**src/rtl/debounce_bank.sv**
```systemverilog
// rtl/debounce_bank.sv - multi-channel push-button debouncer with lockout, release qualification and auto-repeat
// Each channel: 2-flop synchronizer, IDLE/LOCK/WAIT_REL FSM and a shared-width counter.
module debounce_bank #(
  parameter int CHANNELS       = 4,
  parameter int LOCK_CYCLES    = 10000000,
  parameter int RELEASE_CYCLES = 1000000,
  parameter int REPEAT_EN      = 0,
  parameter int REPEAT_CYCLES  = 5000000
) (
  input  logic                clock,
  input  logic                reset_n,
  input  logic [CHANNELS-1:0] buttons_n,
  input  logic [CHANNELS-1:0] enable,
  output logic [CHANNELS-1:0] press_pulse,
  output logic [CHANNELS-1:0] pressed,
  output logic                busy
);

  localparam int MAX_LR  = (LOCK_CYCLES > RELEASE_CYCLES) ? LOCK_CYCLES : RELEASE_CYCLES;
  localparam int MAX_ALL = (MAX_LR > REPEAT_CYCLES) ? MAX_LR : REPEAT_CYCLES;
  localparam int CNT_W   = $clog2(MAX_ALL + 1);

  localparam logic [CNT_W-1:0] LOCK_LAST = CNT_W'(LOCK_CYCLES - 1);
  localparam logic [CNT_W-1:0] REL_LAST  = CNT_W'(RELEASE_CYCLES - 1);
  localparam logic [CNT_W-1:0] REP_LAST  = CNT_W'(REPEAT_CYCLES - 1);

  typedef enum logic [1:0] {
    IDLE     = 2'd0,
    LOCK     = 2'd1,
    WAIT_REL = 2'd2
  } state_t;

  logic [CHANNELS-1:0] sync1;
  logic [CHANNELS-1:0] sync2;
  logic [CHANNELS-1:0] sp;
  logic [CHANNELS-1:0] sp_prev;
  logic [CHANNELS-1:0] pulse_d;
  logic [CHANNELS-1:0] pressed_d;

  // Synchronizers reset to "released" so no phantom press appears after reset.
  always_ff @(posedge clock or negedge reset_n) begin
    if (!reset_n) begin
      sync1   <= '1;
      sync2   <= '1;
      sp_prev <= '0;
    end else begin
      sync1   <= buttons_n;
      sync2   <= sync1;
      sp_prev <= sp;
    end
  end

  assign sp = ~sync2;

  genvar i;
  generate
    for (i = 0; i < CHANNELS; i++) begin : g_ch
      state_t           state;
      state_t           state_n;
      logic [CNT_W-1:0] cnt;
      logic [CNT_W-1:0] cnt_n;
      logic             pulse_n;

      always_ff @(posedge clock or negedge reset_n) begin
        if (!reset_n) begin
          state <= IDLE;
          cnt   <= '0;
        end else begin
          state <= state_n;
          cnt   <= cnt_n;
        end
      end

      always_comb begin
        state_n = state;
        cnt_n   = cnt;
        pulse_n = 1'b0;
        case (state)
          IDLE: begin
            if (sp[i] && enable[i]) begin
              state_n = LOCK;
              cnt_n   = '0;
              pulse_n = 1'b1;
            end
          end
          LOCK: begin
            if (cnt == LOCK_LAST) begin
              state_n = WAIT_REL;
              cnt_n   = '0;
            end else begin
              cnt_n = cnt + 1'b1;
            end
          end
          WAIT_REL: begin
            // Any change of the synchronized level restarts qualification.
            if (sp[i] != sp_prev[i]) begin
              cnt_n = '0;
            end else if (!sp[i]) begin
              if (cnt == REL_LAST) begin
                state_n = IDLE;
                cnt_n   = '0;
              end else begin
                cnt_n = cnt + 1'b1;
              end
            end else if (REPEAT_EN != 0) begin
              if (cnt == REP_LAST) begin
                pulse_n = 1'b1;
                cnt_n   = '0;
              end else begin
                cnt_n = cnt + 1'b1;
              end
            end
            // Held without repeat: counter simply holds, so it can never wrap.
          end
          default: begin
            state_n = IDLE;
            cnt_n   = '0;
          end
        endcase
      end

      assign pulse_d[i]   = pulse_n;
      assign pressed_d[i] = (state_n != IDLE);
    end
  endgenerate

  always_ff @(posedge clock or negedge reset_n) begin
    if (!reset_n) begin
      press_pulse <= '0;
      pressed     <= '0;
      busy        <= 1'b0;
    end else begin
      press_pulse <= pulse_d;
      pressed     <= pressed_d;
      busy        <= |pressed_d;
    end
  end

endmodule

```
**config.mk**
```make
export PLATFORM = sky130hd
export DESIGN_NAME = debounce_bank
export DESIGN_NICKNAME = d
export VERILOG_FILES = /design/src/rtl/debounce_bank.sv
export SDC_FILE = /design/constraint.sdc
export NUM_CORES = 1
export LEC_CHECK = 0
export ABC_CLOCK_PERIOD_IN_PS = 2600
export BUFFER_PORTS_ARGS = -buffer_cell sky130_fd_sc_hd__clkbuf_2
export CAP_MARGIN = 20
export CELL_PAD_IN_SITES_DETAIL_PLACEMENT = 1
export CELL_PAD_IN_SITES_GLOBAL_PLACEMENT = 1
export CORE_AREA = 5 5 131 133
export CTS_CLUSTER_SIZE = 8
export DETAILED_ROUTE_END_ITERATION = 6
export DIE_AREA = 0 0 136 138
export GPL_TIMING_DRIVEN = 0
export PLACE_DENSITY_LB_ADDON = 0.08
export SYNTH_ARGS = -nofsm -noshare
export SYNTH_HDL_FRONTEND = slang
export SYNTH_SLANG_ARGS = --single-unit
export TNS_END_PERCENT = 10
```
**constraint.sdc**
```tcl
create_clock -name clock -period 2.6 [get_ports clock]
set_clock_uncertainty 0.05 [all_clocks]
set_input_delay 0.52 -clock clock [delete_from_list [all_inputs] [get_ports clock]]
set_output_delay 0.52 -clock clock [all_outputs]
set_load 0.02 [all_outputs]
```
# Yosys cells after proc, flatten, opt, wreduce, memory -nomap -nowiden
# Index checks and enable logic that the tools add are counted.
dict set report op_classes {
  addsub 4
  n_eq_ne 28
  mux 56
  bitwise_logic 1
  reduce_logical 17
}
# operator n
set op_table {}
lappend op_table {{24-bit 2-to-1 mux} 20}
lappend op_table {{24-bit case mux with 3 select lines} 4}
lappend op_table {{24-bit by 1-bit adder with 24-bit output (second input constant)} 4}
lappend op_table {{24-bit by 20-bit == test with 1-bit output (second input constant)} 4}
lappend op_table {{24-bit == test (second input constant)} 4}
lappend op_table {{2-bit 2-to-1 mux} 20}
lappend op_table {{2-bit case mux with 3 select lines} 4}
lappend op_table {{3-bit != test (second input constant)} 4}
lappend op_table {{2-bit by 1-bit == test with 1-bit output (second input constant)} 4}
lappend op_table {{2-bit == test (second input constant)} 4}
lappend op_table {{2-bit zero test} 4}
lappend op_table {{1-bit 2-to-1 mux} 8}
lappend op_table {{2-bit != test (second input constant)} 4}
lappend op_table {{2-bit AND reduction} 4}
lappend op_table {{2-bit nonzero test} 4}
lappend op_table {{1-bit logical AND} 4}
lappend op_table {{1-bit != test} 4}
lappend op_table {{4-bit inverter} 1}
lappend op_table {{4-bit OR reduction} 1}
dict set report totals {
  regBits 125
  inputBits 10
  output_inout_bits 9
  elab_cells 120
}

# Longest topological paths before layout
# Gate-level depths: netlist of run 1.
dict set report depth {
  ltp_word 7
  depth_mapped 10
  ltp_nobuf 8
}

# Worst setup path after synthesis of run 1
# OpenSTA, ideal clock, no wires.
dict set report synth_timing {
  path_type {register to register}
  from {reg g_ch[1].cnt[0]}
  to {reg busy}
  setup_ps 138
  arrival_time_ps 2372
  required_ps 2412
  setup_slack_ps 39
  path_stages_with_launch 9
  n_path_buf 1
  synth_period_minus_slack_ps 2561
  cell_sequence {dfrtp_1 > ha_1 > and3_1 > buf_4 > nand4_2 > o41a_1 > o311a_1 > or3_4 > or4_1}
}
dict set report synth_between {
  elab_chain_cells 7
  word_cells_on_any_way 9
  cone_classes {eq/ne (2); mux (5); reduce/logical (2)}
}
# element line
set synth_rtl {}
lappend synth_rtl {{from (decl)} 60} ;# logic [CNT_W-1:0] cnt;
lappend synth_rtl {{from (signal assigned)} 70} ;# cnt <= cnt_n;
lappend synth_rtl {{24-bit by 20-bit == test with 1-bit output} 99} ;# if (cnt == REL_LAST) begin
lappend synth_rtl {{2-bit 2-to-1 mux} 99}
lappend synth_rtl {{2-bit 2-to-1 mux} 98} ;# end else if (!sp[i]) begin
lappend synth_rtl {{2-bit 2-to-1 mux} 96} ;# if (sp[i] != sp_prev[i]) begin
lappend synth_rtl {{2-bit case mux with 3 select lines (*)} 78} ;# case (state)
lappend synth_rtl {{2-bit nonzero test (*)} 123} ;# assign pressed_d[i] = (state_n != IDLE);
lappend synth_rtl {{net pressed_d[1]} 38} ;# logic [CHANNELS-1:0] pressed_d;
lappend synth_rtl {{4-bit OR reduction (*)} 135} ;# busy <= |pressed_d;
lappend synth_rtl {{to (signal assigned)} 135}
lappend synth_rtl {{to (decl)} 16} ;# output logic busy
# The timed path passes the listed nets; every way through them passes the cells marked *.
# A chain may end at the register's enable or synchronous reset.

# Worst setup path in the final report of run 1
# Ends and elaborated chain as after synthesis.

==> results by group, run 1 <==
Clock tree
  • H-tree Lvls: 4
  • Maximum clock path buffer count: 2
  • Clock sink count: 125
  • CTS root buf: clkbuf_16
  • Num CTS Buffers: 17
  • Clk_lat worst skew: 0.43 ns
  • CTS tree: yes
  • Clock-pin slew on the worst setup and hold paths: 0.06 ns

Global routing
  • GRT Total Usage: 19.1%
  • Largest net degree at the start of global routing: 72
  • Antenna violations before repair: 0
  • Vias in the first global route: 5846
  • First-pass GRT wire length: 29.3 mm
  • GR Overflow Total: 0

Logic synthesis
  • Post-synth top flop: dfrtp_1
  • Top cells by area, synth: dfrtp_1 43%, nor2_1 5.2%, ha_1 4.4%
  • Compound-Gate Fraction of Synth Area: 12.1%
  • Synth top cells by count: 117 x dfrtp_1, 94 x nor2_1, 75 x nand2_1
  • Largest family of logic cells by synthesized area: simple AND/OR/NAND/NOR gates
  • Most common cell in the netlist: dfrtp_1
  • Synth warn: 0
  • Post-Syn Area: 6770 um^2
  • Yosys top cell area share: 43.2%
  • Post-Synth Adder-Cell Area: 4.43%
  • Cells after synthesis: 717
  • Synth Area in Simple Gates: 26.7%
  • Synthesized Nets: 751
  • Mux cell area share after synthesis: 0.499%
  • Synth Area in XOR/XNOR: 7.11%
  • Post-synth cell types: 70
  • Dominant cell type by area after synthesis: dfrtp_1
  • Ys async rst share: 100%
  • Synthesis-stage register bit count: 125
  • Avg Inst Size Synth: 9.44 um^2
  • Sequential-to-total area share from yosys stat: 46.3%
  • Number of synthesized flops with an enable pin: 0

Critical path
  • Startpoint types: flop
  • Worst r2r dst: busy$_DFF_PN0_
  • Required @ worst endpoint: 2.84 ns
  • Worst Reg-to-Reg Cells: 8
  • Reg2Reg Setup Slack: -0.13 ns
  • Setup crit end kind: flop
  • Crit Path Category: flop to flop
  • Critical Path Fanout Max: 6
  • Worst Path Arrival: 2.97 ns
  • Reg-to-reg critical path startpoint: g_ch[1].cnt[0]$_DFFE_PN0P_

Detailed routing
  • Wire per inst: 17.1 um
  • Via count: 5486
  • Routed vias/inst: 5.55
  • Total Wirelength: 16.9 mm
  • DRT iter0 DRCs: 222
  • Routed Antenna Nets: 0
  • DRC: 0
  • Drt pass-1 iters: 4

Final layout
  • Number of fill cells: 1795
  • Layout cells sized above 1: 14.9%
  • Final nets: 793
  • Area Overhead vs Synth: 17.0%
  • Antenna Cells: 0

Floorplanning
  • Die Ht: 138 um
  • Die ar.: 18800 um^2
  • Top-Level Pins: 19
  • Die width: 136 um
  • Initial core utilization: 43.1%
  • CORE AREA: 15700 um^2
  • FP Rows: 46

STA
  • Final WS setup: -0.133 ns
  • Worst-Margin Slew: 0.626 ns
  • Hold Vio Cnt, Final: 0
  • RSZ-0062 raised after global routing: true
  • Crit path time final: 2.73 ns
  • Final Max Tran Viols: 0
  • Max frequency: 366 MHz
  • Crit share post-route: 105%
  • Hold WS: 0.00445 ns
  • Finish-stage setup viols: 1
  • Slew margin rel.: 57.2%

Min path
  • Hold Path Class: primary input to asynchronous set/reset pin

Placed design
  • GP Congestion: 0.792
  • HPWL Detailed: 11.9 mm
  • Port-buffer cells: 18
  • Setup WS pre-CTS: -0.381 ns

Power and ir drop
  • Pleak: 3.46 nW
  • Max IR drop VDD: 484 uV
  • PwrDens: 659 nW/um^2

Run status
  • Failing checks: setup timing
  • Status: complete, but fails checks

Run
  • Max Cap Viol: 0
[final cells by class]
class                      instances  area, um^2  area share [%]
buffer                            15        81.3            1.03
timing repair buffer              25         171            2.16
inverter                          32         120            1.52
clock buffer                      17         425            5.37
multi-input combinational        543        3590            45.3
sequential                       125        3140            39.6
tap                              216         270            3.41
clock inverter                    15         125            1.58
[sequential cells by signal, indices dropped and copies added (netlist names)]
signal / cells
busy: 1
g_ch.cnt: 96
g_ch.state: 8
press_pulse: 4
pressed: 4
sp_prev: 4
sync1: 4
sync2: 4
[routing by layer]
layer / track usage, % / share of wire, % / wire length (um)
met1: 25.3 / 47 / 7990
met2: 31.5 / 50 / 8420
met3: 4.57 / 2.2 / 366
met4: 4.83 / 0.92 / 156
met5: 0 / 0 / 0
[power breakdown]
| group | internal (mW) | switching (mW) |
|---|---|---|
| registers | 2.04 | 0.0749 |
| clock network | 1.31 | 0.913 |
| logic | 0.316 | 0.578 |
[kinds of logic after synthesis]
family                     Yosys count
buffers and inverters               49
AOI/OAI and AO/OA                  114
xor gates and xnor gates            55
adders and majority gates           24
and+or+nand+nor                    347
DFF                                125
muxes                                3
[worst max-delay path, stage by stage, from the launching register on]
cell and delay (ns):
dfrtp_1 0.39, ha_4 0.16, and3_1 0.17, buf_6 0.12
nand4_2 0.12, o41a_1 0.45, o311a_1 0.31, or3_4 0.39
or4_4 0.43
[metrics by stage]
stage	area [um^2]	power, mW	util [%]	std cells	setup TNS, ns
3_5_place_dp	7170	2.98	45.6	952	-9.75
5_1_grt	7930	5.52	50.4	988	-1.24
2_1_floorplan	6770	2.68	-	717	0
3_3_place_gp	7130	2.92	45.4	951	-133.92
4_1_cts	7820	5.27	49.8	987	-0.195
6_report	7930	5.22	50.4	988	-0.133
[placed cells by master (no fill, tap or decap), types with 17 or more instances in the layout]
master and count:
nand3_1 38, nor2_1 93, xor2_1 33, dfrtp_1 117, xnor2_1 22, ha_1 22, clkbuf_16 17, clkbuf_2 20
o21ai_0 21, nand4_1 25, nand2_1 75, inv_1 32
[how the worst max path moves through the flow]
stage / slack [ns] / cells after the start / start / endpoint
floorplan: 0.04 / 8 / g_ch[1].cnt[0]$_DFFE_PN0P_ / busy$_DFF_PN0_
global placement: -1.07 / 1 / reset_n / g_ch[1].cnt[12]$_DFFE_PN0P_
detailed placement: -0.38 / 7 / g_ch[0].cnt[0]$_DFFE_PN0P_ / busy$_DFF_PN0_
CTS: -0.19 / 7 / g_ch[0].cnt[0]$_DFFE_PN0P_ / busy$_DFF_PN0_
global route: -0.22 / 8 / g_ch[1].cnt[0]$_DFFE_PN0P_ / busy$_DFF_PN0_
finish: -0.13 / 8 / g_ch[1].cnt[0]$_DFFE_PN0P_ / busy$_DFF_PN0_
[repair_timing]
action,in CTS,in global routing
setup endpoints to repair,65,60
pin swaps,3,3
gates resized for setup,19,26
buffers inserted,4,2
hold buffers,0,0
Note: power is estimated with default switching activity, not from simulation.
==> run 2: changes to the inputs <==
--- a/config.mk
+++ b/config.mk
@@ -10,10 +10,11 @@
 export CAP_MARGIN = 20
 export CELL_PAD_IN_SITES_DETAIL_PLACEMENT = 1
 export CELL_PAD_IN_SITES_GLOBAL_PLACEMENT = 1
-export CORE_AREA = 5 5 131 133
+export CORE_AREA = 5 5 137 126
+export CTS_CLUSTER_DIAMETER = 30
 export CTS_CLUSTER_SIZE = 8
 export DETAILED_ROUTE_END_ITERATION = 6
-export DIE_AREA = 0 0 136 138
+export DIE_AREA = 0 0 142 131
 export GPL_TIMING_DRIVEN = 0
 export PLACE_DENSITY_LB_ADDON = 0.08
 export SYNTH_ARGS = -nofsm -noshare
==> results by group, run 2 (synthesis results as in run 1) <==
Run status
  • Status: complete, but fails checks
  • Failing checks: setup timing

Placed design
  • Setup WS pre-CTS: -0.359 ns
  • GP Congestion: 0.824
  • HPWL Detailed: 12.0 mm
  • Port-buffer cells: 18
  • Placed cell area: 7160 um^2

Clock tree
  • CTS root buf: clkbuf_16
  • H-tree Lvls: 4
  • Clk_lat worst skew: 0.42 ns
  • Hold buffers post-CTS: 0
  • Clock sink count: 125
  • Clock-pin slew on the worst setup and hold paths: 0.05 ns
  • CTS tree: yes
  • Num CTS Buffers: 17
  • Maximum clock path buffer count: 2

Critical path
  • Startpoint types: flop
  • Reg2Reg Setup Slack: -0.09 ns
  • Cell Chain, Critical Path: ha_4, and3_1, buf_4, nand4_4, o41a_1, o311a_1, or3_4, or4_1
  • Setup crit end kind: flop
  • Slowest stage delay, CP: 0.45 ns
  • Required @ worst endpoint: 2.83 ns
  • Critical Path Fanout Max: 6
  • Cell family with most CP delay: simple AND/OR/NAND/NOR gates
  • CP bufs+invs: 1
  • Crit Path Category: flop to flop
  • Worst Path Arrival: 2.92 ns
  • CP max stage cell: o41a_1

Final layout
  • Antenna Cells: 0
  • Area Overhead vs Synth: 18.0%
  • Commonest non-fill, non-tap cell in the layout: dfrtp_1
  • Max FFs per register: 96
  • Final Cell Area: 7990 um^2
  • Largest regs: g_ch.cnt: 96 flops, g_ch.state: 8 flops
  • Top reg by flops: g_ch.cnt
  • Final nets: 798
  • Most frequent cells in the layout: 115 x dfrtp_1, 92 x nor2_1, 74 x nand2_1
  • Layout cells sized above 1: 15.1%

Min path
  • Hold Path Class: primary input to asynchronous set/reset pin

Power and ir drop
  • PwrDens: 679 nW/um^2
  • Pleak: 3.47 nW
  • Max IR drop VDD: 473 uV

Detailed routing
  • DRC: 0
  • Via count: 5531
  • Drt pass-1 iters: 4
  • Total Wirelength: 17.1 mm
  • Routed vias/inst: 5.62
  • Routed Antenna Nets: 0
  • DRT iter0 DRCs: 218
  • Wire per inst: 17.4 um

Global routing
  • Antenna violations before repair: 0
  • Largest net degree at the start of global routing: 69
  • First-pass GRT wire length: 29.3 mm
  • Vias in the first global route: 5950
  • GRT Total Usage: 19.5%
  • GR Overflow Total: 0

STA
  • Slew margin rel.: 53.7%
  • Final WS setup: -0.0869 ns
  • Crit path time final: 2.69 ns
  • Worst-Margin Slew: 0.677 ns
  • RSZ-0062 raised after global routing: true
  • Final Max Tran Viols: 0
  • Max frequency: 372 MHz
  • Crit share post-route: 103%
  • Hold Vio Cnt, Final: 0
  • Finish-stage setup viols: 1

Floorplanning
  • Die ar.: 18600 um^2
  • FP Rows: 44
  • Initial core utilization: 43.0%
  • Top-Level Pins: 19
  • Die Ht: 131 um
  • Die width: 142 um
  • CORE AREA: 15700 um^2

Run
  • Max Cap Viol: 0
run 2: cell count changes in the layout (fill, tap and decap cells not counted), sizes merged:
cell | before | now
clkbuf | 47 | 56
clkinv | 9 | 3
buf | 10 | 14
clkinvlp | 4 | 1
bufinv | 1 | 3
inv | 33 | 32
run 2: final timing paths:
kind | to | cells past startpoint | startpoint
setup / recovery | busy$_DFF_PN0_ | 8 | g_ch[1].cnt[1]$_DFFE_PN0P_
hold / removal | g_ch[2].cnt[4]$_DFFE_PN0P_ | 1 | reset_n
setup reg to reg | busy$_DFF_PN0_ | 8 | g_ch[1].cnt[1]$_DFFE_PN0P_
hold reg to reg | sync2[1]$_DFF_PN1_ | 0 | sync1[1]$_DFF_PN1_
max in group asynchronous | sync1[0]$_DFF_PN1_ | 2 | reset_n
min in group clock | sync1[2]$_DFF_PN1_ | 1 | buttons_n[2]
run 2: layout make-up:
| class | instances | area, um^2 |
|---|---|---|
| Multi-Input combinational cell | 543 | 3600 |
| Clock inverter | 7 | 113 |
| Clock buffer | 25 | 475 |
| Fill cell | 1844 | 7750 |
| Sequential cell | 125 | 3140 |
| Tap cell | 207 | 259 |
| Buffer | 17 | 87.6 |
| Inverter | 32 | 120 |
| Timing Repair Buffer | 28 | 194 |
run 2: stage by stage:
stage          instances  total power [mW]  util (%)  setup TNS [ns]  hold WS [ns]
6_report             984              5.42      50.8         -0.0869        0.0165
3_3_place_gp         942              2.93      45.2         -131.72         0.296
2_1_floorplan        717              2.68         -               0         0.174
5_1_grt              984              5.70      50.8           -1.76        0.0527
4_1_cts              979              5.47      50.0          -0.133        0.0340
3_5_place_dp         943              2.98      45.5          -11.30         0.300
run 2: report_power, final:
group          internal (mW)  leakage (nW)  switching [mW]
sequential              2.04          1.66          0.0659
clock                   1.55         0.285           0.847
combinational          0.327          1.52           0.594
total                   3.92          3.47            1.51
run 2: what timing repair did:
item / 4_1_cts / 5_1_grt
resized for setup: 25 / 28
setup endpoints to repair: 66 / 60
pin swaps: 4 / 7
setup buffers: 4 / 5
run 2: per-layer routing:
metal	track usage [%]	share of wire (%)	vias up
met5	0	0	-
met1	25.2	46	2793
li1	-	-	2658
met3	4.37	2.8	23
met4	5.64	1.4	0
met2	33.2	49	57
